`config.mk`:
```
export PLATFORM = sky130hd
export DESIGN_NAME = instr_sequencer
export DESIGN_NICKNAME = d
export VERILOG_FILES = /design/src/rtl/instr_sequencer.sv
export SDC_FILE = /design/constraint.sdc
export NUM_CORES = 1
export LEC_CHECK = 0
export ABC_AREA = 1
export BUFFER_PORTS_ARGS = -buffer_cell sky130_fd_sc_hd__buf_2
export CORE_MARGIN = 2
export CORE_UTILIZATION = 33
export DETAILED_ROUTE_END_ITERATION = 6
export GPL_ROUTABILITY_DRIVEN = 1
export MAX_ROUTING_LAYER = met4
export PLACE_DENSITY = 0.67
export SYNTH_ARGS = -nofsm -noshare
export SYNTH_HDL_FRONTEND = slang
export SYNTH_SLANG_ARGS = --single-unit
```
`constraint.sdc`:
```
create_clock -name clk -period 5.23 [get_ports clk]
set_input_delay 0.2615 -clock clk [delete_from_list [all_inputs] [get_ports clk]]
set_output_delay 0.2615 -clock clk [all_outputs]
set_load 0.02 [all_outputs]
```
`src/rtl/instr_sequencer.sv`:
```
// Program sequencer: owns the pc, fetches, checks opcodes and drives the execute handshake in run/step/halt modes.
// Optional build macro SEQ_PERF_CNT_EN adds an EXEC_WAIT cycle counter on perf_exec_cycles.
//
// state      | meaning
// IDLE       | waiting for run/step/restart
// FETCH_REQ  | one-cycle fetch request at pc
// FETCH_WAIT | waiting for fetch_valid (watchdog armed)
// DECODE     | end-of-program / opcode check on latched instruction
// EXEC_START | one-cycle execute start pulse
// EXEC_WAIT  | waiting for exec_done (watchdog armed)
// RETIRE     | advance pc, count, continue or stop
// ERROR      | sticky error, only restart leaves
module instr_sequencer #(
   parameter int                    ADDR_WIDTH     = 24,
   parameter int                    INSTR_WIDTH    = 64,
   parameter int                    INSTR_BYTES    = 8,
   parameter logic [ADDR_WIDTH-1:0] START_PC       = '0,
   parameter int                    COUNT_WIDTH    = 16,
   parameter int                    TIMEOUT_CYCLES = 65536
) (
   input  logic                   clk,
   input  logic                   rst,
   input  logic                   run,
   input  logic                   step,
   input  logic                   halt_req,
   input  logic                   restart,
   output logic                   fetch_req,
   output logic [ADDR_WIDTH-1:0]  fetch_addr,
   input  logic                   fetch_valid,
   input  logic [INSTR_WIDTH-1:0] fetch_instr,
   output logic                   exec_start,
   output logic [INSTR_WIDTH-1:0] exec_instr,
   output logic [4:0]             exec_opcode,
   input  logic                   exec_done,
   output logic                   busy,
   output logic                   halted,
   output logic                   done,
   output logic                   err,
   output logic [1:0]             err_code,
   output logic [ADDR_WIDTH-1:0]  pc,
   output logic [COUNT_WIDTH-1:0] instr_count,
   output logic [31:0]            perf_exec_cycles
);

   typedef enum logic [2:0] {
      IDLE, FETCH_REQ, FETCH_WAIT, DECODE, EXEC_START, EXEC_WAIT, RETIRE, ERROR
   } state_t;

   localparam int              WD_W    = (TIMEOUT_CYCLES > 1) ? $clog2(TIMEOUT_CYCLES) : 1;
   localparam logic [WD_W-1:0] WD_LOAD = WD_W'((TIMEOUT_CYCLES > 0) ? TIMEOUT_CYCLES - 1 : 0);
   localparam bit              WD_EN   = (TIMEOUT_CYCLES > 0);

   state_t          state, state_nxt;
   logic [WD_W-1:0] wd_cnt;
   logic            wd_tc;
   logic            step_mode;
   logic            halt_pend;
   logic            op_legal;
   logic            restart_ok;
   logic            err_set;
   logic [1:0]      err_code_set;

   assign exec_opcode = exec_instr[INSTR_WIDTH-1 -: 5];
   assign op_legal    = (exec_opcode >= 5'd1) && (exec_opcode <= 5'd5);
   assign fetch_addr  = pc;
   assign busy        = (state != IDLE) && (state != ERROR);
   assign restart_ok  = restart && ((state == IDLE) || (state == ERROR));
   assign wd_tc       = WD_EN && (wd_cnt == '0);

   always_ff @(posedge clk or posedge rst) begin
      if (rst) state <= IDLE;
      else     state <= state_nxt;
   end

   always_comb begin
      state_nxt    = state;
      fetch_req    = 1'b0;
      exec_start   = 1'b0;
      done         = 1'b0;
      err_set      = 1'b0;
      err_code_set = 2'd0;
      case (state)
         IDLE: begin
            if (!halt_req && (step || run)) state_nxt = FETCH_REQ;
         end
         FETCH_REQ: begin
            fetch_req = 1'b1;
            state_nxt = FETCH_WAIT;
         end
         FETCH_WAIT: begin
            if (fetch_valid) begin
               state_nxt = DECODE;
            end else if (wd_tc) begin
               err_set      = 1'b1;
               err_code_set = 2'd3;
               state_nxt    = ERROR;
            end
         end
         DECODE: begin
            if (exec_instr == '0) begin
               done      = 1'b1;
               state_nxt = IDLE;
            end else if (!op_legal) begin
               err_set      = 1'b1;
               err_code_set = 2'd1;
               state_nxt    = ERROR;
            end else begin
               state_nxt = EXEC_START;
            end
         end
         EXEC_START: begin
            exec_start = 1'b1;
            state_nxt  = EXEC_WAIT;
         end
         EXEC_WAIT: begin
            if (exec_done) begin
               state_nxt = RETIRE;
            end else if (wd_tc) begin
               err_set      = 1'b1;
               err_code_set = 2'd2;
               state_nxt    = ERROR;
            end
         end
         RETIRE: begin
            state_nxt = (step_mode || halt_pend || halt_req) ? IDLE : FETCH_REQ;
         end
         ERROR: begin
            if (restart) state_nxt = IDLE;
         end
         default: state_nxt = IDLE;
      endcase
   end

   // Watchdog is a down-counter reloaded in the cycle before each wait state.
   always_ff @(posedge clk or posedge rst) begin
      if (rst) begin
         wd_cnt <= WD_LOAD;
      end else if ((state == FETCH_REQ) || (state == EXEC_START)) begin
         wd_cnt <= WD_LOAD;
      end else if (((state == FETCH_WAIT) || (state == EXEC_WAIT)) && (wd_cnt != '0)) begin
         wd_cnt <= wd_cnt - 1'b1;
      end
   end

   always_ff @(posedge clk or posedge rst) begin
      if (rst) begin
         pc          <= START_PC;
         instr_count <= '0;
         err         <= 1'b0;
         err_code    <= 2'd0;
         exec_instr  <= '0;
         step_mode   <= 1'b0;
         halt_pend   <= 1'b0;
         halted      <= 1'b0;
      end else begin
         if (restart_ok) begin
            pc          <= START_PC;
            instr_count <= '0;
            err         <= 1'b0;
            err_code    <= 2'd0;
         end else if (state == RETIRE) begin
            pc <= pc + ADDR_WIDTH'(INSTR_BYTES);
            if (instr_count != '1) instr_count <= instr_count + COUNT_WIDTH'(1);
         end

         if (err_set && !err) begin
            err      <= 1'b1;
            err_code <= err_code_set;
         end

         if ((state == FETCH_WAIT) && fetch_valid) exec_instr <= fetch_instr;

         if ((state == IDLE) && !halt_req && (step || run)) step_mode <= step;

         if ((state_nxt == IDLE) || (state_nxt == ERROR)) halt_pend <= 1'b0;
         else if (busy && halt_req)                       halt_pend <= 1'b1;

         if (state == IDLE) begin
            if (halt_req)          halted <= 1'b1;
            else if (step || run)  halted <= 1'b0;
         end else if ((state == RETIRE) && (state_nxt == IDLE)) begin
            halted <= 1'b1;
         end
      end
   end

`ifdef SEQ_PERF_CNT_EN
   logic [31:0] perf_cnt;

   always_ff @(posedge clk or posedge rst) begin
      if (rst)                                           perf_cnt <= '0;
      else if (restart_ok)                               perf_cnt <= '0;
      else if ((state == EXEC_WAIT) && (perf_cnt != '1)) perf_cnt <= perf_cnt + 32'd1;
   end

   assign perf_exec_cycles = perf_cnt;
`else
   assign perf_exec_cycles = 32'd0;
`endif

endmodule

```
==> results of run 1 <==
-- cell usage after synthesis (7+ instances only) --
| cell | number |
|---|---|
| nor3_1 | 18 |
| nand3_1 | 30 |
| dfrtp_1 | 110 |
| o21ai_0 | 34 |
| buf_4 | 64 |
| a21oi_1 | 33 |
| buf_2 | 9 |
| inv_1 | 73 |
| dfstp_2 | 16 |
| nand2_1 | 109 |
| mux2_2 | 62 |
| nand4_1 | 7 |
| nor2_1 | 102 |
-- layer usage --
metal	vias up	track usage, %	part of all wire, %
li1	2664	-	-
met1	2502	20.17	45
met2	239	26.23	47
met3	13	4.138	7.0
met4	0	4.608	1.2
met5	-	-	0
-- critical path: cells and delay by family, from the launching register on --
| family | cells | cell delay [ps] |
|---|---|---|
| flip-flops | 1 | 440 |
| buffers and inverters | 1 | 130 |
| AND/OR/NAND/NOR | 10 | 1460 |
| AO/OA/AOI/OAI | 1 | 120 |
-- cells by family (layout without fill, tap and decap cells) --
family,count (synthesis),after routing,synth area share (%)
fa+ha+maj,3,3,0.5684
compound gates,85,85,6.990
simple gates,296,296,20.82
buf+inv,152,317,12.56
other cells,1,38,0.05677
mux,62,62,10.57
xor+xnor,3,3,0.3979
flops,126,126,48.04
-- sequential cells by signal, indices dropped and copies added (netlist names) --
register / flops
wd_cnt: 16
halted: 1
state: 3
step_mode: 1
halt_pend: 1
err_code: 2
instr_count: 16
err: 1
fetch_addr: 21
exec_instr: 64
-- report_power, final --
group          internal [mW]  switching [mW]
Combinational          0.658            1.13
Sequential              1.31           0.296
Clock                  0.717           0.455
-- layout make-up --
| cell class | count | area (um2) |
|---|---|---|
| repair buffers | 209 | 1056 |
| well taps | 265 | 331.6 |
| clock inverters | 12 | 132.6 |
| clock buffers | 20 | 446.7 |
| flip-flops and latches | 126 | 3173 |
| inverters | 76 | 287.8 |
| fillers | 1947 | 11350 |
| multi-input cells | 487 | 2744 |
-- per-stage QoR --
stage | cells | cell area (um2)
2_1_floorplan | 765 | 6744
3_3_place_gp | 1162 | 7582
3_5_place_dp | 1162 | 7582
4_1_cts | 1195 | 8172
5_1_grt | 1195 | 8172
6_report | 1195 | 8172
-- worst min path at each step --
stage          slack, ps            start              to
5_1_grt               60  fetch_instr[20]  exec_instr[20]
3_5_place_dp         430              rst   exec_instr[3]
3_3_place_gp         440              rst   exec_instr[3]
6_report              70  fetch_instr[29]  exec_instr[29]
4_1_cts               60  fetch_instr[50]  exec_instr[50]
2_1_floorplan        380             step       step_mode
==> flow_summary.json, run 1 <==
{
  "whs_path_depth": 2,
  "grt_pass1_wl_mm": 26.85,
  "r2r_cells": 12,
  "postCtsSetupBuffers": 0,
  "routed_wl_mm": 16.42,
  "via_per_inst": 4.534,
  "cts_resized": 0,
  "clock_skew_ps": 28.73,
  "grt_remaining_overflow": 0,
  "die_w_um": 145.5,
  "io_buffer_count": 206,
  "setup_violations": 0,
  "fin_ws_ps": 2959,
  "worstPathCellList": "inv_1, nand3_2, nand2_2, nand2_2, nand2_4, nand2_8, nor2_8, nand2_2, nor2_2, nand2_1, o21ai_1, nor2_1",
  "start_kind": "flip-flop",
  "hold_viol_final": 0,
  "crit_path_end": "instr_count[9]",
  "crit_required_ps": 5530,
  "p_leak_nw": 4.106,
  "fin_util_pct": 41.85,
  "cts_buffers": 17,
  "dieArea_um2": 21160,
  "finalCritPeriodShare_pct": 43.42,
  "pre_cts_ws_ps": 2953,
  "synth_area_um2": 6605,
  "die_height_um": 145.5,
  "yosys.area.top_type": "dfrtp_1",
  "dr.pass1.iters": 4,
  "synth-seq-cells": 126,
  "async_reset_ff_share_pct": 100.0,
  "startpoint": "state[2]",
  "routed-via-count": 5418,
  "diodes": 0,
  "worstPathMaxFanout": 29,
  "max-clock-path-buffers": 2,
  "grt_start_max_net_pins": 69,
  "tritoncts": "done",
  "peakVddDrop_uv": 312.6,
  "fp.coreArea_um2": 19530,
  "timing.rr.end": "instr_count[9]",
  "maxCapViolations": 0,
  "period_minus_slack_ps": 2271,
  "yosys.cell_types.count": 41,
  "cp_common_cell": "nand2_2",
  "crit_arrival_ps": 2570,
  "final_cell_mix": "buf_2, dfrtp_1, nand2_1",
  "root_buffer": "clkbuf_16",
  "clock.fmax_ghz": 0.4404,
  "clkTransAtPathRegs_ps": 60,
  "syn_avg_cell_area_um2": 9.073,
  "mostFrequentLayoutCell": "buf_2",
  "grt_usage_pct": 16.21,
  "fin_total_pwr_mw": 4.571,
  "drive_gt1_share_pct": 36.67,
  "hold_path.class": "in2reg",
  "slew_headroom_pct": 41.75,
  "synthCells": 728,
  "area_growth_pct": 23.72,
  "antenna_found_initial": 0,
  "hold_buffers": 1,
  "synth_area_leaders": "dfrtp_1, mux2_2, buf_4, dfstp_2, nand2_1",
  "hold_slack_ps": 68.57,
  "critPathSlowestCell": "dfrtp_1",
  "cp_slowest_stage_delay_ps": 440,
  "power_density_nw_per_um2": 559.4,
  "synth_edf_count": 0,
  "place.gp.congestion": 0.8479,
  "ff2ff_setup_slack_ps": 2960,
  "slew_viol_final": 0,
  "clock-sinks": 126,
  "start_util_pct": 33.83,
  "ios": 245,
  "rows": 51,
  "first_iter_violations": 185,
  "grt_pass1_vias": 5248,
  "dp_hpwl_mm": 12.22,
  "drcViolationCount": 0,
  "tightest_slew_ps": 873.7,
  "yosys_warnings": 0,
  "status": "completed",
  "timing.rr.start": "state[2]",
  "rsz0062_at_grt": "false",
  "avgRoutedWirePerCell_um": 13.74,
  "critPathCaptureType": "flip-flop",
  "ys_seq_area_share_pct": 48.04,
  "cts_max_level": 4,
  "antenna_left": 0,
  "setup_tns_ps": 0,
  "synth_top_area_share_pct": 41.67,
  "nNetsFinal": 992,
  "clk_latency_ps": 420,
  "synth_ff_type": "dfrtp_1",
  "crit_type": "reg2reg"
}
Note: power is estimated with default switching activity, not from simulation.
==> run 2, diff against run 1 <==
Settings changed: PLACE_DENSITY 0.67 to 0.69.
Clock period 5.23 ns to 1.99 ns, I/O delays scaled along.
==> run 2 against run 1 <==
First-iteration DRC count up 27%. Clock power rose to 2.7 times the previous value. Die area unchanged. Sequential power rose to 2.6 times the previous value. Final cell count up 8.8%. Global-route usage up 2.2 points. Flip-flop and latch count unchanged. Design area up 14%. Critical path type is now reg2out. Clock-buffer cell count down 2.
==> flow_summary.json, run 2 (synthesis results as in run 1) <==
{
  "setup_tns_ps": 0,
  "via_per_inst": 4.552,
  "tightest_slew_ps": 688.2,
  "antenna_left": 0,
  "critPathSlowestCell": "dfrtp_1",
  "hold_start": "halt_req",
  "clock-sinks": 126,
  "dp_hpwl_mm": 12.71,
  "start_util_pct": 33.83,
  "timing.rr.end": "halted",
  "regMostFlops": "exec_instr",
  "rsz0062_at_grt": "true",
  "pre_cts_ws_ps": -24.48,
  "dieArea_um2": 21160,
  "worstPathMaxFanout": 3,
  "ff2ff_setup_slack_ps": 110,
  "routed_wl_mm": 18.78,
  "power_density_nw_per_um2": 1385,
  "clock_skew_ps": 12.30,
  "dr.pass1.iters": 4,
  "clkTransAtPathRegs_ps": 60,
  "rows": 51,
  "grt_pass1_wl_mm": 30.48,
  "area_growth_pct": 41.30,
  "antenna_found_initial": 0,
  "slew_headroom_pct": 54.12,
  "timing.rr.start": "wd_cnt[0]",
  "slew_viol_final": 0,
  "period_minus_slack_ps": 1969,
  "clock.fmax_ghz": 0.5079,
  "finalCritPeriodShare_pct": 98.95,
  "final_cell_mix": "buf_2, dfrtp_1, nand2_1",
  "hold_viol_final": 0,
  "setup_violations": 0,
  "crit_required_ps": 1890,
  "place.gp.congestion": 0.8686,
  "critPathCaptureType": "output port",
  "tritoncts": "done",
  "status": "completed",
  "crit_type": "reg2out",
  "cts_max_level": 4,
  "die_w_um": 145.5,
  "cts_buffers": 17,
  "drive_gt1_share_pct": 41.35,
  "nNetsFinal": 1097,
  "start_kind": "flip-flop",
  "die_height_um": 145.5,
  "p_leak_nw": 4.607,
  "peakVddDrop_uv": 1141,
  "grt_start_max_net_pins": 127,
  "cp_slowest_stage_delay_ps": 400,
  "clk_latency_ps": 420,
  "grt_usage_pct": 18.37,
  "r2r_cells": 14,
  "hold_path.class": "in2reg",
  "fin_ws_ps": 20.93,
  "maxCapViolations": 0,
  "grt_pass1_vias": 5856,
  "crit_arrival_ps": 1870,
  "root_buffer": "clkbuf_16",
  "drcViolationCount": 0,
  "whs_path_depth": 5,
  "routed-via-count": 5918,
  "first_iter_violations": 235,
  "fp.coreArea_um2": 19530,
  "fill_cells": 1807,
  "largest_reg_flops": 64,
  "io_buffer_count": 206,
  "fin_util_pct": 47.80,
  "diodes": 0,
  "max-clock-path-buffers": 2,
  "worstPathCellList": "nor2_2, nand2_2, nor2_1, nand2_1, nor2_2, nand2_2, buf_6, nor3_4, buf_6",
  "ios": 245,
  "grt_remaining_overflow": 0,
  "mostFrequentLayoutCell": "buf_2",
  "whs_endpoint": "halted",
  "avgRoutedWirePerCell_um": 14.45
}
run 2: cell types whose count changed in the layout (fill, tap and decap cells not counted), sizes merged:
cell         change
inv              +4
clkinv           -1
buf             +39
bufinv           -1
dlygate4sd3     +66
clkbuf           -2
run 2: per-stage QoR:
| step | cell area [um2] | cells | hold slack (ps) | total power [mW] |
|---|---|---|---|---|
| floorplan | 6748 | 765 | 220.5 | 7.507 |
| global placement | 7789 | 1186 | 324.7 | 9.186 |
| detailed placement | 7789 | 1186 | 335.3 | 9.282 |
| CTS | 9104 | 1287 | 42.72 | 12.63 |
| global route | 9333 | 1300 | 88.77 | 13.72 |
| finish | 9333 | 1300 | 53.19 | 12.92 |
run 2: timing repair:
action,CTS,global route
hold buffers,67,0
hold endpoints to repair,175,0
setup buffers,2,13
cloned,0,0
setup endpoints to repair,4,24
pin swaps,2,25
gates resized for setup,13,45
run 2: how the worst max path moves through the flow:
| stage | start | end | slack, ps | depth (start not counted) |
|---|---|---|---|---|
| after floorplan | instr_count[0] | instr_count[9] | 150 | 12 |
| after global placement | exec_instr[3] | err_code[1] | -10 | 12 |
| after detailed placement | exec_instr[1] | halted | -20 | 14 |
| after CTS | exec_instr[1] | done | -30 | 9 |
| after global routing | exec_instr[4] | done | -130 | 9 |
| final | exec_instr[63] | done | 20 | 9 |
run 2: power by group:
part	switching, mW	total (mW)	internal, mW
clock network	1.32	3.12	1.80
logic	3.41	5.66	2.26
registers	0.681	4.14	3.46
run 2: worst max-delay path: cells and delay by family (launching register included):
kind	cells	cell delay, ps
simple gates	7	780
buf+inv	2	270
flops	1	400
run 2: routing by layer:
layer / up-vias / wire length (um) / global-route usage, % / part of all wire (%)
li1: 2859 / - / - / -
met1: 2831 / 8152 / 22.90 / 43
met2: 215 / 9422 / 30.69 / 50
met3: 13 / 1021 / 3.918 / 5.4
met4: 0 / 184 / 4.314 / 0.98
met5: - / 0 / - / 0
run 2: final cells by class:
cell class | count | area, um2 | area share, %
multi-input combinational | 487 | 2900 | 31.08
clock inverter | 14 | 147.6 | 1.582
sequential | 126 | 3181 | 34.08
timing repair buffer | 314 | 2044 | 21.91
clock buffer | 18 | 439.2 | 4.706
tap | 265 | 331.6 | 3.553
inverter | 76 | 289.0 | 3.097
